`src/rtl/mc_pkg.sv`:
```
// Shared encodings for the multicycle control unit: FSM states, ALU/mux
// select codes, instruction fields and condition codes.
package mc_pkg;

    typedef enum logic [3:0] {
        S_FETCH,
        S_DECODE,
        S_MEMADR,
        S_MEMRD,
        S_MEMWB,
        S_MEMWR,
        S_EXECR,
        S_EXECI,
        S_ALUWB,
        S_BRANCH
    } state_t;

    localparam logic [1:0] ALU_ADD = 2'b00;
    localparam logic [1:0] ALU_SUB = 2'b01;
    localparam logic [1:0] ALU_AND = 2'b10;
    localparam logic [1:0] ALU_ORR = 2'b11;

    localparam logic [1:0] OP_DP  = 2'b00;
    localparam logic [1:0] OP_MEM = 2'b01;
    localparam logic [1:0] OP_BR  = 2'b10;
    localparam logic [1:0] OP_NOP = 2'b11;

    localparam logic [3:0] CMD_AND = 4'b0000;
    localparam logic [3:0] CMD_SUB = 4'b0010;
    localparam logic [3:0] CMD_ADD = 4'b0100;
    localparam logic [3:0] CMD_ORR = 4'b1100;

    localparam logic [1:0] RES_ALUOUT = 2'b00;
    localparam logic [1:0] RES_RDATA  = 2'b01;
    localparam logic [1:0] RES_ALURES = 2'b10;

    localparam logic [1:0] SRCB_REG  = 2'b00;
    localparam logic [1:0] SRCB_IMM  = 2'b01;
    localparam logic [1:0] SRCB_FOUR = 2'b10;

    localparam logic [3:0] COND_EQ = 4'b0000;
    localparam logic [3:0] COND_NE = 4'b0001;
    localparam logic [3:0] COND_CS = 4'b0010;
    localparam logic [3:0] COND_CC = 4'b0011;
    localparam logic [3:0] COND_MI = 4'b0100;
    localparam logic [3:0] COND_PL = 4'b0101;
    localparam logic [3:0] COND_VS = 4'b0110;
    localparam logic [3:0] COND_VC = 4'b0111;
    localparam logic [3:0] COND_HI = 4'b1000;
    localparam logic [3:0] COND_LS = 4'b1001;
    localparam logic [3:0] COND_GE = 4'b1010;
    localparam logic [3:0] COND_LT = 4'b1011;
    localparam logic [3:0] COND_GT = 4'b1100;
    localparam logic [3:0] COND_LE = 4'b1101;
    localparam logic [3:0] COND_AL = 4'b1110;

    // Unsupported data-processing commands fall back to ADD.
    function automatic logic [1:0] alu_decode(input logic [3:0] cmd);
        case (cmd)
            CMD_ADD: alu_decode = ALU_ADD;
            CMD_SUB: alu_decode = ALU_SUB;
            CMD_AND: alu_decode = ALU_AND;
            CMD_ORR: alu_decode = ALU_ORR;
            default: alu_decode = ALU_ADD;
        endcase
    endfunction

endpackage

```
`src/rtl/cond_check.sv`:
```
// Combinational ARM condition evaluation from the registered {N,Z,C,V} flags.
module cond_check
    import mc_pkg::*;
(
    input  logic [3:0] cond_i,
    input  logic [3:0] flags_i,
    output logic       cond_ex_o
);

    logic n;
    logic z;
    logic c;
    logic v;

    assign n = flags_i[3];
    assign z = flags_i[2];
    assign c = flags_i[1];
    assign v = flags_i[0];

    always_comb begin
        cond_ex_o = 1'b0;
        case (cond_i)
            COND_EQ: cond_ex_o = z;
            COND_NE: cond_ex_o = ~z;
            COND_CS: cond_ex_o = c;
            COND_CC: cond_ex_o = ~c;
            COND_MI: cond_ex_o = n;
            COND_PL: cond_ex_o = ~n;
            COND_VS: cond_ex_o = v;
            COND_VC: cond_ex_o = ~v;
            COND_HI: cond_ex_o = c & ~z;
            COND_LS: cond_ex_o = ~c | z;
            COND_GE: cond_ex_o = (n == v);
            COND_LT: cond_ex_o = (n != v);
            COND_GT: cond_ex_o = ~z & (n == v);
            COND_LE: cond_ex_o = z | (n != v);
            COND_AL: cond_ex_o = 1'b1;
            default: cond_ex_o = 1'b0; // 1111 never executes
        endcase
    end

endmodule

```
`src/rtl/mc_controller.sv`:
```
// Multicycle control FSM: sequences the shared ALU and unified memory port,
// holds condition flags and maintains cycle / retired-instruction counters.
module mc_controller
    import mc_pkg::*;
#(
    parameter int CNT_W = 32
) (
    input  logic             clk,
    input  logic             reset,
    input  logic [31:0]      Instr,
    input  logic [3:0]       ALUFlags,
    input  logic             mem_ready,
    output logic             PCWrite,
    output logic             IRWrite,
    output logic             MemWrite,
    output logic             RegWrite,
    output logic             AdrSrc,
    output logic             ALUSrcA,
    output logic [1:0]       ALUSrcB,
    output logic [1:0]       ResultSrc,
    output logic [1:0]       ImmSrc,
    output logic [1:0]       RegSrc,
    output logic [1:0]       ALUControl,
    output logic [CNT_W-1:0] cycle_cnt,
    output logic [CNT_W-1:0] instr_cnt
);

    localparam logic [CNT_W-1:0] CNT_ONE = {{(CNT_W-1){1'b0}}, 1'b1};

    state_t           state_q;
    state_t           state_d;
    logic [3:0]       flags_q;
    logic [3:0]       flags_d;
    logic [CNT_W-1:0] cycle_cnt_q;
    logic [CNT_W-1:0] cycle_cnt_d;
    logic [CNT_W-1:0] instr_cnt_q;
    logic [CNT_W-1:0] instr_cnt_d;

    logic [1:0] op;
    logic [3:0] cmd;
    logic       rd_is_pc;
    logic       cond_ex;
    logic       flag_upd;
    logic       pc_write;
    logic       ir_write;
    logic       mem_write;
    logic       reg_write;
    logic       unused_instr_bits;

    assign op       = Instr[27:26];
    assign cmd      = Instr[24:21];
    assign rd_is_pc = (Instr[15:12] == 4'hF);
    assign unused_instr_bits = ^{Instr[19:16], Instr[11:0]};

    cond_check u_cond_check (
        .cond_i    (Instr[31:28]),
        .flags_i   (flags_q),
        .cond_ex_o (cond_ex)
    );

    assign ImmSrc = op;
    assign RegSrc = {op == OP_MEM, op == OP_BR};

    always_comb begin
        state_d    = state_q;
        pc_write   = 1'b0;
        ir_write   = 1'b0;
        mem_write  = 1'b0;
        reg_write  = 1'b0;
        flag_upd   = 1'b0;
        AdrSrc     = 1'b0;
        ALUSrcA    = 1'b0;
        ALUSrcB    = SRCB_REG;
        ResultSrc  = RES_ALUOUT;
        ALUControl = ALU_ADD;
        case (state_q)
            S_FETCH: begin
                ALUSrcA   = 1'b1;
                ALUSrcB   = SRCB_FOUR;
                ResultSrc = RES_ALURES;
                if (mem_ready) begin
                    ir_write = 1'b1;
                    pc_write = 1'b1;
                    state_d  = S_DECODE;
                end
            end
            S_DECODE: begin
                // ALU computes PC+8 here so R15 reads see the ARM pipeline value.
                ALUSrcA   = 1'b1;
                ALUSrcB   = SRCB_FOUR;
                ResultSrc = RES_ALURES;
                if (!cond_ex) begin
                    state_d = S_FETCH;
                end else begin
                    case (op)
                        OP_MEM:  state_d = S_MEMADR;
                        OP_DP:   state_d = Instr[25] ? S_EXECI : S_EXECR;
                        OP_BR:   state_d = S_BRANCH;
                        default: state_d = S_FETCH;
                    endcase
                end
            end
            S_MEMADR: begin
                ALUSrcB = SRCB_IMM;
                state_d = Instr[20] ? S_MEMRD : S_MEMWR;
            end
            S_MEMRD: begin
                AdrSrc = 1'b1;
                if (mem_ready) state_d = S_MEMWB;
            end
            S_MEMWR: begin
                AdrSrc    = 1'b1;
                mem_write = mem_ready;
                if (mem_ready) state_d = S_FETCH;
            end
            S_MEMWB: begin
                ResultSrc = RES_RDATA;
                reg_write = 1'b1;
                pc_write  = rd_is_pc;
                state_d   = S_FETCH;
            end
            S_EXECR, S_EXECI: begin
                ALUSrcB    = (state_q == S_EXECI) ? SRCB_IMM : SRCB_REG;
                ALUControl = alu_decode(cmd);
                flag_upd   = Instr[20];
                state_d    = S_ALUWB;
            end
            S_ALUWB: begin
                reg_write = 1'b1;
                pc_write  = rd_is_pc;
                state_d   = S_FETCH;
            end
            S_BRANCH: begin
                ALUSrcB   = SRCB_IMM;
                ResultSrc = RES_ALURES;
                pc_write  = 1'b1;
                state_d   = S_FETCH;
            end
            default: state_d = S_FETCH;
        endcase
    end

    // Logical ops leave C and V alone; only ADD/SUB produce meaningful carry/overflow.
    always_comb begin
        flags_d = flags_q;
        if (flag_upd) begin
            flags_d[3:2] = ALUFlags[3:2];
            if (cmd == CMD_ADD || cmd == CMD_SUB) flags_d[1:0] = ALUFlags[1:0];
        end
    end

    always_comb begin
        cycle_cnt_d = cycle_cnt_q + CNT_ONE;
        instr_cnt_d = instr_cnt_q;
        if (state_d == S_FETCH && state_q != S_FETCH) instr_cnt_d = instr_cnt_q + CNT_ONE;
    end

    always_ff @(posedge clk or posedge reset) begin
        if (reset) begin
            state_q     <= S_FETCH;
            flags_q     <= '0;
            cycle_cnt_q <= '0;
            instr_cnt_q <= '0;
        end else begin
            state_q     <= state_d;
            flags_q     <= flags_d;
            cycle_cnt_q <= cycle_cnt_d;
            instr_cnt_q <= instr_cnt_d;
        end
    end

    // Strobes are masked while reset is held so an aborted access never writes.
    assign PCWrite  = pc_write  & ~reset;
    assign IRWrite  = ir_write  & ~reset;
    assign MemWrite = mem_write & ~reset;
    assign RegWrite = reg_write & ~reset;

    assign cycle_cnt = cycle_cnt_q;
    assign instr_cnt = instr_cnt_q;

endmodule
```
`config.mk`:
```
export PLATFORM = sky130hd
export DESIGN_NAME = mc_controller
export DESIGN_NICKNAME = d
export VERILOG_FILES = /design/src/rtl/mc_pkg.sv /design/src/rtl/cond_check.sv /design/src/rtl/mc_controller.sv
export SDC_FILE = /design/constraint.sdc
export NUM_CORES = 1
export LEC_CHECK = 0
export BUFFER_PORTS_ARGS = -buffer_cell sky130_fd_sc_hd__buf_4
export CAP_MARGIN = 30
export CORE_MARGIN = 2
export CORE_UTILIZATION = 30
export CTS_CLUSTER_DIAMETER = 30
export DETAILED_ROUTE_END_ITERATION = 10
export MAX_ROUTING_LAYER = met4
export PLACE_DENSITY_LB_ADDON = 0.2
export RECOVER_POWER = 100
export SLEW_MARGIN = 20
export SYNTH_ARGS = -nofsm -noshare
export SYNTH_HDL_FRONTEND = slang
export SYNTH_SLANG_ARGS = --single-unit
```
`constraint.sdc`:
```
create_clock -name clk -period 2.75 [get_ports clk]
set_input_delay 0.275 -clock clk [delete_from_list [all_inputs] [get_ports clk]]
set_output_delay 0.275 -clock clk [all_outputs]
set_load 0.05 [all_outputs]
```
# Word level (Yosys, flattened, before mapping)
# Index checks and enable logic that the tools add are counted.
word_totals:
  memories: 0
  ff_bits: 72
  ram_bits: 0
  latchBits: 0
  inputBits: 39
  elab_cells: 88
  romBits: 0
  out_inout_bits: 80
classes:
  bitwise: 13
  n_div: 0
  n_mul: 0
  n_lt_le_gt_ge: 0
  n_mux: 22
  n_shift: 0
  addsub: 2
  n_reduce_logical: 15
  n_eq_ne: 31
ops:
  columns: ["operator", "n"]
  rows:
  - ["adder 32 x 1 -> 32 bit (second input constant)", 2]
  - ["== test 4 bit (second input constant)", 11]
  - ["== test 4 x 3 -> 1 bit (second input constant)", 9]
  - ["one-hot mux 4 bit (6 select lines)", 1]
  - ["== test 4 x 2 -> 1 bit (second input constant)", 5]
  - ["logical NOT 4 bit", 4]
  - ["two-way mux 4 bit", 4]
  - ["one-hot mux 1 bit (15 select lines)", 1]
  - ["one-hot mux 2 bit (3 select lines)", 2]
  - ["one-hot mux 4 bit (3 select lines)", 1]
  - ["OR reduction 2 bit", 5]
  - ["two-way mux 1 bit", 9]
  - ["== test 4 x 1 -> 1 bit (second input constant)", 2]
  - ["bitwise AND 1 bit", 6]
  - ["inverter 1 bit", 5]
  - ["one-hot mux 2 bit (2 select lines)", 1]
  - ["nonzero test 4 bit", 1]
  - ["two-way mux 3 bit", 1]
  - ["one-hot mux 1 bit (3 select lines)", 1]
  - ["OR reduction 3 bit", 1]
  - ["== test 2 x 1 -> 1 bit (second input constant)", 1]
  - ["== test 2 bit (second input constant)", 1]
  - ["logical NOT 2 bit", 1]
  - ["two-way mux 2 bit", 1]
  - ["6 further kinds", 7]

# Logic depth before layout (Yosys ltp)
logic_depth:
  depth_word: 7
  mapped_depth: 8
  depth_no_buf: 7

# Cells and area by module
# Synthesis repeated with hierarchy kept, for this count alone.
hier_totals:
  hier_cells: 367
  area_unflattened_um2: 3661.0
modules_own_cells:
  columns: ["mod", "instances", "cells_each", "area_per_inst_um2", "seq_area_each_um2"]
  rows:
  - ["mc_controller", 1, 339, 3467.1, 1801.7]
  - ["cond_check", 1, 28, 193.9, 0.0]

# Least setup slack after synthesis
# OpenSTA, ideal clock, no wires.
synth_timing:
  path_type: "register -> output"
  from: "register state_q[2]"
  to: "output port RegWrite"
  path_slack_ns: -0.840
  t_arrival_ns: 3.315
  n_path_buf: 1
  stages_incl_launch_ff: 4
  required_ns: 2.475
  cell_sequence: "dfrtp_1 -> clkbuf_1 -> nand2b_1 -> a2111oi_0"
synth_via:
  elab_chain_len: 4
  word_cells_on_any_way: 5
  classes_between: "2 x eq/ne; 1 x mux; 1 x bitwise; 1 x reduce/logical"
synth_lines:
  columns: ["item", "line_no", "rtl"]
  rows:
  - ["start, declared", "mc_controller.sv:30", "state_t state_q;"]
  - ["start signal, assigned", "mc_controller.sv:165", "state_q <= state_d;"]
  - ["== test 4 bit or == test 4 x 3 -> 1 bit (tied branches)", "mc_controller.sv:76", "case (state_q)"]
  - ["OR reduction 2 bit (no source line) (*)", null, null]
  - ["two-way mux 1 bit (*)", "mc_controller.sv:76", null]
  - ["bitwise AND 1 bit (*)", "mc_controller.sv:176", "assign RegWrite = reg_write & ~reset;"]
  - ["end, declared", "mc_controller.sv:16", "output logic RegWrite,"]
# Every way passes the cells marked *; elsewhere a longest branch is shown, timed or not.

# Worst setup path in the final report
# Ends and elaborated chain as after synthesis.

==> out/results.ini <==
[timing]
hold_viol_final = 0
setup_ws_ps = 334
rsz0062_at_grt = false
clock.fmax_ghz = 0.414
period_needed_ps = 2420
tightest_slew_ps = 1850
setup_viol = 0
finalCritPeriodShare_pct = 87.9
skew_ps = 6.03
relSlewSlack_pct = -23.1
finalMaxSlewViolations = 33

[clock_tree]
clkSlewWorstSetupHoldPaths_ps = 50
clk_path_buf_depth = 2
insertion_delay_ps = 330
cts_setup_buffers = 0
htreeDepth = 3
cts_tree = yes
cts_sinks = 72
cts_resized = 0
holdBufCountCts = 0
cts_root_buf = clkbuf_16
numCtsBuffers = 9

[die]
rows = 40
ios = 119
core_um2 = 12100
die_h_um = 116
die_w_um = 116
dieArea_um2 = 13400
initial_utilization_pct = 30.9

[job]
drv_cap = 1

[cells_and_area]
mostFrequentLayoutCells = clkbuf_1, dfrtp_1, xor2_1
nNetsFinal = 522
layout-drive-gt1-share_pct = 11.3
final_common_cell = clkbuf_1
n_fill_cell = 1331
multiInputGateArea_um2 = 1820
syn_to_final_growth_pct = 25.2
seqCellArea_um2 = 1800
fin_cells = 653
num_antenna_cells = 0

[placement]
gp_congestion = 0.821
port_buffers = 102
dp_hpwl_mm = 6.55
dp.cells = 637
place_ws_ps = 475

[critical_path]
required_ps = 2480
cp-end-kind = primary output
cp_max_fo = 17
critical-path-max-stage-delay_ps = 560
crit_cells = 3
start_kind = register
crit_chain = nand2b_1 > a2111oi_1 > clkbuf_1
cp_top_family = flip-flops
cp_slowest_cell = dfrtp_1
reg2reg_depth = 8
path_buf_inv = 1
arrival_ps = 2140
criticalPathCategory = reg2out

[run_status]
status = finished, violations left
violations = capacitance limit, slew limit

[synth]
synth_area_per_cell_um2 = 10.1
ys_seq_area_share_pct = 48.1
syn_inst = 371
syn-num-nets = 412
synth-async-reset-ratio_pct = 100
yosys_warnings = 0
syn-cell-area_um2 = 3740
synth_cell_types = 50
synth_edf_count = 0
synth-seq-cells = 72
ys.flop_type = dfrtp_1

[grt]
grt_max_degree = 73
grt_pass1_wl_mm = 14.7
grt_pass1_vias = 3006
grt-ovfl-total = 0
track_usage_pct = 14.5
antenna_found_initial = 0

[routing]
wl_met1_mm = 4.39
wl_mm = 9.29
drt-initial-drc-count = 145
met3_length_um = 459
avgRoutedWirePerCell_um = 14.2
vias_per_cell = 4.78
ant_nets = 0
met2WireLength_mm = 4.26
firstDrtPassIters = 4
drc = 0
routed-via-count = 3121
top_layer = met4

[power_and_ir_drop]
power_frac_seq_pct = 37.0
internal_power_mw = 2.09
p_switching_mw = 1.34
p_comb_share_pct = 31.3
power.static_leakage_nw = 2.15
max-vdd-ir-drop_uv = 247
finalPower_mw = 3.42
p_sw_share_pct = 39.0
power_density_nw_per_um2 = 730
clockPowerShare_pct = 31.8

[min_path]
min_path_type = in2reg
whs_path_depth = 2

-- logic make-up (layout without fill, tap and decap cells) --
group                      after synthesis  after routing  synth area share (%)
muxes                                    7              7                  2.07
xor gates and xnor gates                66             66                  15.4
buffers and inverters                   25            139                  3.07
DFF                                     72             72                  48.1
and+or+nand+nor                        175            175                  25.5
adders and majority gates                2              2                 0.668
AOI/OAI and AO/OA                       24             24                  5.15
-- synth_stat cells (all sizes together), types with 3 or more instances --
cell	instances	area, um2
nor4	13	87.6
and2	4	25.0
and3	9	56.3
buf	7	47.5
o32ai	3	26.3
mux2	6	67.6
nand2	34	128
nor2b	5	31.3
xnor2	27	236
or4bb	3	33.8
and4	5	43.8
clkbuf	5	18.8
nand2b	6	37.5
xor2	39	342
a21oi	5	25.0
nand3	25	125
nor3	26	130
inv	13	48.8
nor2	20	75.1
dfrtp	72	1800
nand4	12	75.1
-- per-stage QoR --
step | util, % | TNS (ps) | cell area [um2] | hold WS, ps
floorplan | - | -181 | 3750 | 382
global placement | 39.0 | 0 | 4720 | 473
detailed placement | 39.0 | 0 | 4720 | 465
CTS | 41.3 | 0 | 5000 | 162
global route | 38.7 | 0 | 4690 | 170
finish | 38.7 | 0 | 4690 | 173
-- routing by layer --
layer	global-route usage [%]	up-vias
li1	-	1528
met1	18.0	1505
met2	22.3	73
met3	3.61	15
met4	6.90	0
met5	-	-
-- path summary, 6_finish.rpt --
check / start / end / slack (ps)
setup / recovery: state_q[2] / RegWrite / 330
hold / removal: ALUFlags[0] / flags_q[0] / 170
setup reg to reg: flags_q[3] / instr_cnt[8] / 340
hold reg to reg: instr_cnt[31] / instr_cnt[31] / 470
max in group asynchronous: reset / cycle_cnt[31] / 1020
min in group asynchronous: reset / cycle_cnt[5] / 670
-- flip-flops by register name (all words and copies together), names as in the netlist --
register   flops
cycle_cnt     32
flags_q        4
instr_cnt     32
state_q        4
-- power by group through the flow --
stage / combinational [mW] / sequential [mW] / clock [mW]
after floorplan: 0.700 / 1.38 / 0
after global routing: 1.15 / 1.28 / 1.17
after detailed placement: 1.17 / 1.29 / 0
final: 1.07 / 1.27 / 1.09
after CTS: 1.17 / 1.27 / 1.13
after global placement: 1.15 / 1.28 / 0
-- area by class of cell --
class	count	share of cell area, %
Multi-Input combinational cell	274	38.8
Sequential cell	72	38.4
Timing Repair Buffer	111	11.3
Clock buffer	12	5.47
Tap cell	168	4.48
Inverter	13	1.07
Clock inverter	3	0.374
No activity file was read; power rests on OpenSTA's default activity.
